`src/rtl/mem_ctrl_pkg.sv`:
```
// Shared definitions for the byte-serial memory controller: FSM states, access size codes,
// the default IO window base and the size-to-byte-count helper.
package mem_ctrl_pkg;

  typedef enum logic [1:0] {
    StIdle = 2'd0,
    StRd   = 2'd1,
    StWr   = 2'd2,
    StDone = 2'd3
  } state_e;

  localparam logic [1:0] SIZE_B = 2'd0;
  localparam logic [1:0] SIZE_H = 2'd1;
  localparam logic [1:0] SIZE_W = 2'd2;

  // IO window is selected by addr[17:16] == 2'b11.
  localparam logic [31:0] IO_BASE_DEFAULT = 32'h0003_0000;

  function automatic logic [2:0] size_bytes(input logic [1:0] size);
    logic [2:0] n;
    case (size)
      SIZE_B:  n = 3'd1;
      SIZE_H:  n = 3'd2;
      SIZE_W:  n = 3'd4;
      default: n = 3'd4;  // reserved encoding behaves as a word
    endcase
    return n;
  endfunction

endpackage

```
`src/rtl/mem_ctrl.sv`:
```
// Shares one 8-bit RAM port between instruction fetch and the MEM stage (MEM has priority).
// Define IO_STALL_EN to hold IO-window stores off while the UART FIFO reports full.
module mem_ctrl
  import mem_ctrl_pkg::*;
#(
`ifdef IO_STALL_EN
  parameter logic [31:0] IO_BASE = IO_BASE_DEFAULT,
`endif
  parameter int unsigned ADDR_W = 32
) (
  input  logic              clk,
  input  logic              rst,
  input  logic              rdy,
`ifdef IO_STALL_EN
  input  logic              io_buffer_full,
`endif
  input  logic              if_req,
  input  logic [ADDR_W-1:0] if_addr,
  output logic              if_done,
  output logic [31:0]       if_inst,
  input  logic              mem_req,
  input  logic              mem_we,
  input  logic [1:0]        mem_size,
  input  logic [ADDR_W-1:0] mem_addr,
  input  logic [31:0]       mem_wdata,
  output logic              mem_done,
  output logic [31:0]       mem_rdata,
  output logic              stall_req_mem,
  input  logic [7:0]        ram_din,
  output logic [7:0]        ram_dout,
  output logic [ADDR_W-1:0] ram_a,
  output logic              ram_wr
);

  state_e            state_q, state_d;
  logic [2:0]        cnt_q, cnt_d;
  logic [2:0]        n_q, n_d;
  logic              is_if_q, is_if_d;
  logic              we_q, we_d;
  logic [ADDR_W-1:0] base_q, base_d;
  logic [31:0]       wdata_q, wdata_d;
  logic [31:0]       buf_q, buf_d;
  logic [ADDR_W-1:0] ram_a_q, ram_a_d;
  logic [7:0]        ram_dout_q, ram_dout_d;
  logic              ram_wr_q, ram_wr_d;
  logic              if_done_q, if_done_d;
  logic              mem_done_q, mem_done_d;
  logic [31:0]       if_inst_q, if_inst_d;
  logic [31:0]       mem_rdata_q, mem_rdata_d;

  logic              io_block;
  logic              start;
  logic [2:0]        cnt_inc;
  logic [1:0]        lane;
  logic [31:0]       lane_buf;
  logic [ADDR_W-1:0] next_addr;

`ifdef IO_STALL_EN
  // A blocked IO store also blocks fetch so IO side effects stay in program order.
  assign io_block = mem_req & mem_we & (mem_addr[17:16] == IO_BASE[17:16]) & io_buffer_full;
`else
  assign io_block = 1'b0;
`endif

  always_comb begin
    state_d     = state_q;
    cnt_d       = cnt_q;
    n_d         = n_q;
    is_if_d     = is_if_q;
    we_d        = we_q;
    base_d      = base_q;
    wdata_d     = wdata_q;
    buf_d       = buf_q;
    ram_a_d     = ram_a_q;
    ram_dout_d  = ram_dout_q;
    ram_wr_d    = ram_wr_q;
    if_done_d   = 1'b0;
    mem_done_d  = 1'b0;
    if_inst_d   = if_inst_q;
    mem_rdata_d = mem_rdata_q;
    start       = 1'b0;

    cnt_inc   = cnt_q + 3'd1;
    next_addr = base_q + ADDR_W'(cnt_inc);
    // Byte returned now belongs to the address issued one cycle earlier.
    lane      = cnt_q[1:0] - 2'd1;
    lane_buf  = buf_q;
    lane_buf[{lane, 3'b000} +: 8] = ram_din;

    unique case (state_q)
      StIdle: begin
        if (mem_req && !io_block) begin
          start   = 1'b1;
          is_if_d = 1'b0;
          we_d    = mem_we;
          n_d     = size_bytes(mem_size);
          base_d  = mem_addr;
          wdata_d = mem_wdata;
        end else if (if_req && !io_block) begin
          start   = 1'b1;
          is_if_d = 1'b1;
          we_d    = 1'b0;
          n_d     = 3'd4;
          base_d  = if_addr;
        end
        if (start) begin
          cnt_d   = 3'd0;
          buf_d   = 32'd0;
          ram_a_d = base_d;
          if (we_d) begin
            ram_dout_d = mem_wdata[7:0];
            ram_wr_d   = 1'b1;
            state_d    = StWr;
          end else begin
            state_d = StRd;
          end
        end
      end
      StRd: begin
        if (is_if_q && !if_req) begin
          state_d = StIdle;
          cnt_d   = 3'd0;
        end else begin
          if (cnt_q != 3'd0) buf_d = lane_buf;
          if (cnt_q == n_q) begin
            state_d = StDone;
            cnt_d   = 3'd0;
            if (is_if_q) begin
              if_done_d = 1'b1;
              if_inst_d = lane_buf;
            end else begin
              mem_done_d  = 1'b1;
              mem_rdata_d = lane_buf;
            end
          end else begin
            cnt_d = cnt_inc;
            if (cnt_inc < n_q) ram_a_d = next_addr;
          end
        end
      end
      StWr: begin
        if (cnt_q == n_q - 3'd1) begin
          ram_wr_d   = 1'b0;
          mem_done_d = 1'b1;
          cnt_d      = 3'd0;
          state_d    = StDone;
        end else begin
          cnt_d      = cnt_inc;
          ram_a_d    = next_addr;
          ram_dout_d = wdata_q[{cnt_inc[1:0], 3'b000} +: 8];
        end
      end
      StDone: begin
        // First cycle carries the done pulse; the second lets the requester drop its request.
        if (!(if_done_q || mem_done_q)) state_d = StIdle;
      end
      default: state_d = StIdle;
    endcase
  end

  always_ff @(posedge clk) begin
    if (rst) begin
      state_q     <= StIdle;
      cnt_q       <= 3'd0;
      n_q         <= 3'd0;
      is_if_q     <= 1'b0;
      we_q        <= 1'b0;
      base_q      <= '0;
      wdata_q     <= 32'd0;
      buf_q       <= 32'd0;
      ram_a_q     <= '0;
      ram_dout_q  <= 8'd0;
      ram_wr_q    <= 1'b0;
      if_done_q   <= 1'b0;
      mem_done_q  <= 1'b0;
      if_inst_q   <= 32'd0;
      mem_rdata_q <= 32'd0;
    end else if (rdy) begin
      state_q     <= state_d;
      cnt_q       <= cnt_d;
      n_q         <= n_d;
      is_if_q     <= is_if_d;
      we_q        <= we_d;
      base_q      <= base_d;
      wdata_q     <= wdata_d;
      buf_q       <= buf_d;
      ram_a_q     <= ram_a_d;
      ram_dout_q  <= ram_dout_d;
      ram_wr_q    <= ram_wr_d;
      if_done_q   <= if_done_d;
      mem_done_q  <= mem_done_d;
      if_inst_q   <= if_inst_d;
      mem_rdata_q <= mem_rdata_d;
    end
  end

  assign ram_a         = ram_a_q;
  assign ram_dout      = ram_dout_q;
  assign ram_wr        = ram_wr_q;
  assign if_done       = if_done_q;
  assign if_inst       = if_inst_q;
  assign mem_done      = mem_done_q;
  assign mem_rdata     = mem_rdata_q;
  assign stall_req_mem = mem_req & ~mem_done_q;

endmodule

```
`config.mk`:
```
export PLATFORM = sky130hd
export DESIGN_NAME = mem_ctrl
export DESIGN_NICKNAME = d
export VERILOG_FILES = /design/src/rtl/mem_ctrl_pkg.sv /design/src/rtl/mem_ctrl.sv
export SDC_FILE = /design/constraint.sdc
export NUM_CORES = 1
export LEC_CHECK = 0
export CAP_MARGIN = 30
export CORE_MARGIN = 3
export CORE_UTILIZATION = 30
export CTS_BUF_LIST = sky130_fd_sc_hd__clkbuf_8 sky130_fd_sc_hd__clkbuf_16
export DETAILED_ROUTE_END_ITERATION = 8
export GPL_TIMING_DRIVEN = 0
export PLACE_DENSITY = 0.51
export SLEW_MARGIN = 5
export SYNTH_ARGS = -nofsm -noshare
export SYNTH_HDL_FRONTEND = slang
export SYNTH_SLANG_ARGS = --single-unit
```
`constraint.sdc`:
```
create_clock -name clk -period 2.6 [get_ports clk]
set_input_delay 0.26 -clock clk [delete_from_list [all_inputs] [get_ports clk]]
set_output_delay 0.26 -clock clk [all_outputs]
set_load 0.01 [all_outputs]
```
Word level (Yosys, flattened, before mapping)
Index checks and enable logic that the tools add are counted.

Register bits after elaboration: 213. Input bits: 112. Output and inout bits: 108. Logic and storage cells: 118.

Add/subtract/negate cells: 5. Order comparisons: 1. Equality and inequality tests: 16. Shift-type cells: 3. Mux-type cells: 53. Bitwise logic cells: 4. Reduce and logical (&&, ||, !) cells: 21.

Operator list (count): two-way mux 32 bit (10); one-hot mux 32 bit (3 select lines) (1); one-hot mux 32 bit (2 select lines) (1); adder 32 x 3 -> 32 bit (1); bitwise mux 32 bit (1); variable shift 8 x 7 -> 32 bit (first input constant) (1); indexed part select 32 x 6 -> 8 bit (1); indexed part select 8 x 7 -> 32 bit (1); AND reduction 5 bit (6); two-way mux 8 bit (3); two-way mux 1 bit (19); two-way mux 3 bit (6); one-hot mux 8 bit (2 select lines) (1); != test 2 bit (second input constant) (7); two-way mux 2 bit (6); one-hot mux 3 bit (3 select lines) (1); AND reduction 3 bit (3); one-hot mux 2 bit (4 select lines) (1); negation 5 -> 7 bit (1); AND reduction 7 bit (1); equality test 3 bit (2); one-hot mux 3 bit (2 select lines) (1); nonzero test 2 bit (3); nonzero test 3 bit (2); other kinds (16) (23).

Longest topological paths before layout
Depth after elaboration: 7. Gate-level depth with buffers: 11. Gate-level depth less buffers: 10.

Least setup slack after synthesis
OpenSTA, ideal clock, no wires.

Path kind: register to register. Start point: reg cnt_q[0]. End point: reg ram_a_q[30] (netlist: ram_a[30]). Setup time: 116 ps. Arrival time: 2667 ps. Data required time: 2484 ps. Path slack: -183 ps. Stages on the path, launching flop included: 11. Path buffers: 0. Clock period less this slack: 2783 ps. Path through: dfxtp_1 > inv_1 > ha_1 > inv_1 > fa_1 > nor2b_1 > o2111ai_1 > nor4_1 > xnor2_1 > a211oi_1 > a31o_1.

Word-level cells in the longest chain between the ends: 6. Elaborated cells between the ends (all ways): 14. Classes of those cells: add/sub (2); order compare (1); eq/ne (5); mux (5); reduce/logical (1).

RTL lines: start: declaration (RTL line mem_ctrl.sv:36) `logic [2:0] cnt_q, cnt_d;`; start signal: assignment (RTL line mem_ctrl.sv:180) `cnt_q <= cnt_d;`; adder 3 x 1 -> 3 bit (RTL line mem_ctrl.sv:83) `cnt_inc = cnt_q + 3'd1;`; adder 32 x 3 -> 32 bit (RTL line mem_ctrl.sv:84) `next_addr = base_q + ADDR_W'(cnt_inc);`; two-way mux 32 bit (RTL line mem_ctrl.sv:137) `if (cnt_inc < n_q) ram_a_d = next_addr;`; two-way mux 32 bit (RTL line mem_ctrl.sv:125) `if (cnt_q == n_q) begin`; two-way mux 32 bit (RTL line mem_ctrl.sv:120) `if (is_if_q && !if_req) begin`; one-hot mux 32 bit (3 select lines) (RTL line mem_ctrl.sv:90) `unique case (state_q)`; end signal: assignment (RTL line mem_ctrl.sv:187) `ram_a_q <= ram_a_d;`; end: declaration (RTL line mem_ctrl.sv:43) `logic [ADDR_W-1:0] ram_a_q, ram_a_d;`.

Parallel ways exist; a longest one is shown, timed or not. The select of a mux whose other input is x is not followed. A chain may end at the register's enable or synchronous reset.

Final worst setup path
Start point: reg cnt_q[0]. End point: reg ram_a_q[20] (netlist: ram_a[20]).

The elaborated chain is that of the path after synthesis.

==> summary.txt <==
Run status
  • Outcome: finished, violations left
  • Failing checks: setup timing

Placement
  • Worst slack at placement: -0.788 ns
  • Placer congestion estimate: ~0.9
  • Placed Instances: slightly below 2,000
  • IO Port Bufs: roughly 220
  • Post-DP HPWL: between 20,000 and 30,000 µm

Clock tree
  • Clock slew at reported path FFs: ~0.060 ns
  • Clk Latency, worst-skew pair: around 0.54 ns
  • CTS sink cnt: roughly 210
  • Clk Tree Root Cell: clkbuf_16
  • Max Buffers Root-to-Sink: 3
  • CTS tree: yes
  • H-tree lvl count: 1
  • TritonCTS Buffers: 26

STA
  • Hold Vio Cnt, Final: 0
  • Clock Skews: around 0.019 ns
  • Slew of the pin with the lowest slew margin: about 0.91 ns
  • Tmin final: ~2.6 ns
  • Setup ws final: -0.0247 ns
  • Max-slew violations: 0
  • Fmax: 381 MHz
  • Max_slew headroom: 0.392
  • RSZ-0062 raised after global routing: true
  • Worst hold slack: between 0.2 and 0.3 ns
  • Final setup viols: 1
  • Final Cycle Share: 1.01

Critical path
  • FF-to-FF End: ram_a[20]$_SDFFE_PP0P_
  • CP endpoint kind: register
  • Arr. time, crit path: 3.07 ns
  • Req. time, crit path: 3.04 ns
  • Reg2Reg Depth: 11
  • Critical Path Fanout Max: 7
  • Worst R2R Start: cnt_q[0]$_SDFFE_PP0P_
  • Critical path type: reg -> reg
  • Slowest stage delay, CP: 0.38 ns
  • Critical-path top delay cell: dfxtp_4
  • Startpoint types: register
  • FF-to-FF setup slack: -0.02 ns
  • Worst-path cell chain: clkinvlp_4 -> ha_4 -> clkinvlp_4 -> fa_2 -> nor2b_4 -> buf_6 -> o21ai_4 -> nor3_2 -> xor2_1 -> a21oi_2 -> o31ai_1
  • Crit path top cell by count: clkinvlp_4
  • Crit path max-delay family: adder cells
  • CP Buf/Inv Count: 3

Floorplan
  • Core area: 33,600 µm²
  • Die width: between 150 and 200 µm
  • Die area: around 36,000 µm²
  • FP Rows: 67
  • IO Count: 220
  • Starting density of the core: 0.305
  • Die H: roughly 190 µm

Synth
  • Post-Synth Adder-Cell Area: 0.0240
  • Post-Syn Nets: roughly 1,400
  • Sequential share of the synthesized area: 0.417
  • Library cells used by synthesis: 56
  • Count leader, synth: dfxtp_1
  • Synth top area share: 0.417
  • Synth Cell Area: 10,200 µm²
  • Ys Warns: 0
  • Leading post-synthesis cells by cell area: dfxtp_1 (42%), a21oi_1 (7.2%), nor2_1 (6.6%)
  • Ys flop type: dfxtp_1
  • XOR/XNOR share of the synthesized area: 0.0287
  • Asr flop ratio synth: 0
  • Synth Area in Compound Gates: 0.201
  • Commonest cells in the netlist: dfxtp_1 (213), nor2_1 (179), nand2_1 (163)
  • Multiplexer share of the synthesized area: 0.0627
  • FF+latch count, synth: ~210
  • Area share of and/or/nand/nor cells after synthesis: 0.218
  • Post-synth EDFFs: 0
  • Largest family of logic cells by synthesized area: simple AND/OR/NAND/NOR gates
  • Synthesized instance count: roughly 1,300
  • Largest area contributor in the netlist: dfxtp_1
  • Syn Area/Cell: roughly 8.1 µm²

Global route
  • Initial antenna violation count: 1
  • Total gr overflow: 0
  • Largest net degree at the start of global routing: 14
  • GRT Overall Usage: 0.206
  • First-pass GRT wire length: ~59,000 µm
  • Number of global-route vias before repair: 10,087

Worst hold path
  • Worst hold path class: in -> reg
  • Hold Path Stages: 3
  • Hold Crit Start: mem_wdata[21]
  • Hold endpoint: wdata_q[21]$_SDFFE_PP0P_

Routing
  • DRT Pass-1 Iters: 6
  • DR WL/cell: roughly 19 µm
  • Routed via count: between 10,000 and 15,000
  • Initial drt markers: a little over 600
  • # DRC: 0
  • Routed vias/inst: just over 5
  • DRT antenna net count: 0
  • Detailed-route wire length: a little under 40,000 µm

Final layout
  • Non-Filler Instances: 2,001
  • Ratio of cells with drive above 1 in the final layout: 0.111
  • Fill cells: around 3,400
  • P&R area growth vs syn: 41.8%
  • Final #Nets: 1,663

Power and ir drop
  • Tot Pwr: slightly below 10 mW
  • P_leak: between 5 and 6 nW
  • Max VDD drop: approximately 0.00057 V
  • Pwr/cell area: 681 nW/µm²

Run
  • Max Cap Violations: 0
==> logic make-up (layout without fill, tap and decap cells) <==
logic type / after synthesis / in the layout
fa+ha+maj: 19 / 19
compound gates: 334 / 334
buf+inv: 122 / 406
simple gates: 493 / 494
other cells: 0 / 1
flops: 213 / 213
mux: 54 / 54
xor+xnor: 32 / 32
==> worst register-to-register path: stages, from the launching register on <==
cell	delay (ns)
dfxtp_4	0.38
clkinvlp_4	0.12
ha_4	0.34
clkinvlp_4	0.11
fa_2	0.37
nor2b_4	0.21
buf_6	0.14
o21ai_4	0.10
nor3_2	0.24
xor2_1	0.19
a21oi_2	0.10
o31ai_1	0.22
==> layout make-up <==
cell class	count	area, µm²	area share
multi-input combinational	933	5820	0.401
buffer	102	473	0.0326
clock inverter	19	280	0.0193
antenna	1	2.50	0.000172
sequential	213	4270	0.294
inverter	18	75.1	0.00517
tap	448	561	0.0386
clock buffer	29	692	0.0477
timing repair buffer	238	2340	0.161
==> metrics by stage <==
step                 util  setup TNS [ns]  cell area (µm²)
floorplan               -               0            10200
global placement    0.386          -37.28            13000
detailed placement  0.386          -40.53            13000
CTS                 0.423               0            14200
global route        0.432           -1.59            14500
finish              0.432         -0.0247            14500
==> flip-flops by register name, indices dropped and copies added (netlist names) <==
signal and cells:
base_q 32, buf_q 32, if_inst 32, mem_rdata 32, ram_a 32, wdata_q 32
ram_dout 8, cnt_q 3, n_q 3, state_q 2, if_done 1, is_if_q 1
mem_done 1, ram_wr 1, we_q 1
==> report_power, final <==
part,internal (mW),switching [mW]
clock network,2.60,1.49
registers,3.49,0.173
logic,0.917,1.22
==> routing by layer <==
metal,track usage,vias to the layer above,part of all wire
li1,-,4998,-
met3,0.0331,56,0.069
met4,0.0570,2,0.024
met1,0.275,4813,0.44
met2,0.346,347,0.47
met5,0,-,0.00051
==> how the worst max path moves through the flow <==
stage / from / endpoint / slack, ns / depth (start not counted)
after floorplan: cnt_q[1]$_SDFFE_PP0P_ / ram_a[28]$_SDFFE_PP0P_ / 0.03 / 10
after global placement: cnt_q[1]$_SDFFE_PP0P_ / ram_a[27]$_SDFFE_PP0P_ / -0.73 / 10
after detailed placement: cnt_q[1]$_SDFFE_PP0P_ / ram_a[27]$_SDFFE_PP0P_ / -0.79 / 10
after CTS: mem_req / stall_req_mem / 0.002 / 5
after global routing: cnt_q[0]$_SDFFE_PP0P_ / ram_a[20]$_SDFFE_PP0P_ / -0.13 / 11
final: cnt_q[0]$_SDFFE_PP0P_ / ram_a[20]$_SDFFE_PP0P_ / -0.02 / 11
==> placed cells by master, fill, tap and decap left out, types with 14 or more instances in the layout <==
| master | n |
|---|---|
| dfxtp_1 | 211 |
| a31oi_1 | 24 |
| clkbuf_1 | 67 |
| buf_4 | 20 |
| o21ai_0 | 33 |
| a211oi_1 | 82 |
| a21oi_1 | 142 |
| nor2b_1 | 48 |
| mux2i_1 | 44 |
| clkbuf_16 | 26 |
| buf_2 | 14 |
| xnor2_1 | 17 |
| nor2_1 | 176 |
| inv_1 | 16 |
| clkdlybuf4s50_1 | 217 |
| nor4_1 | 33 |
| nand2_1 | 163 |
==> repair_timing <==
| item | 4_1_cts | 5_1_grt |
|---|---|---|
| endpoints found under the setup margin | 121 | 97 |
| setup buffers | 7 | 13 |
| gates resized for setup | 54 | 57 |
| pin swaps | 6 | 20 |
| hold buffers | 0 | 0 |
| cloned | 0 | 2 |
Note: power is estimated with default switching activity, not from simulation.
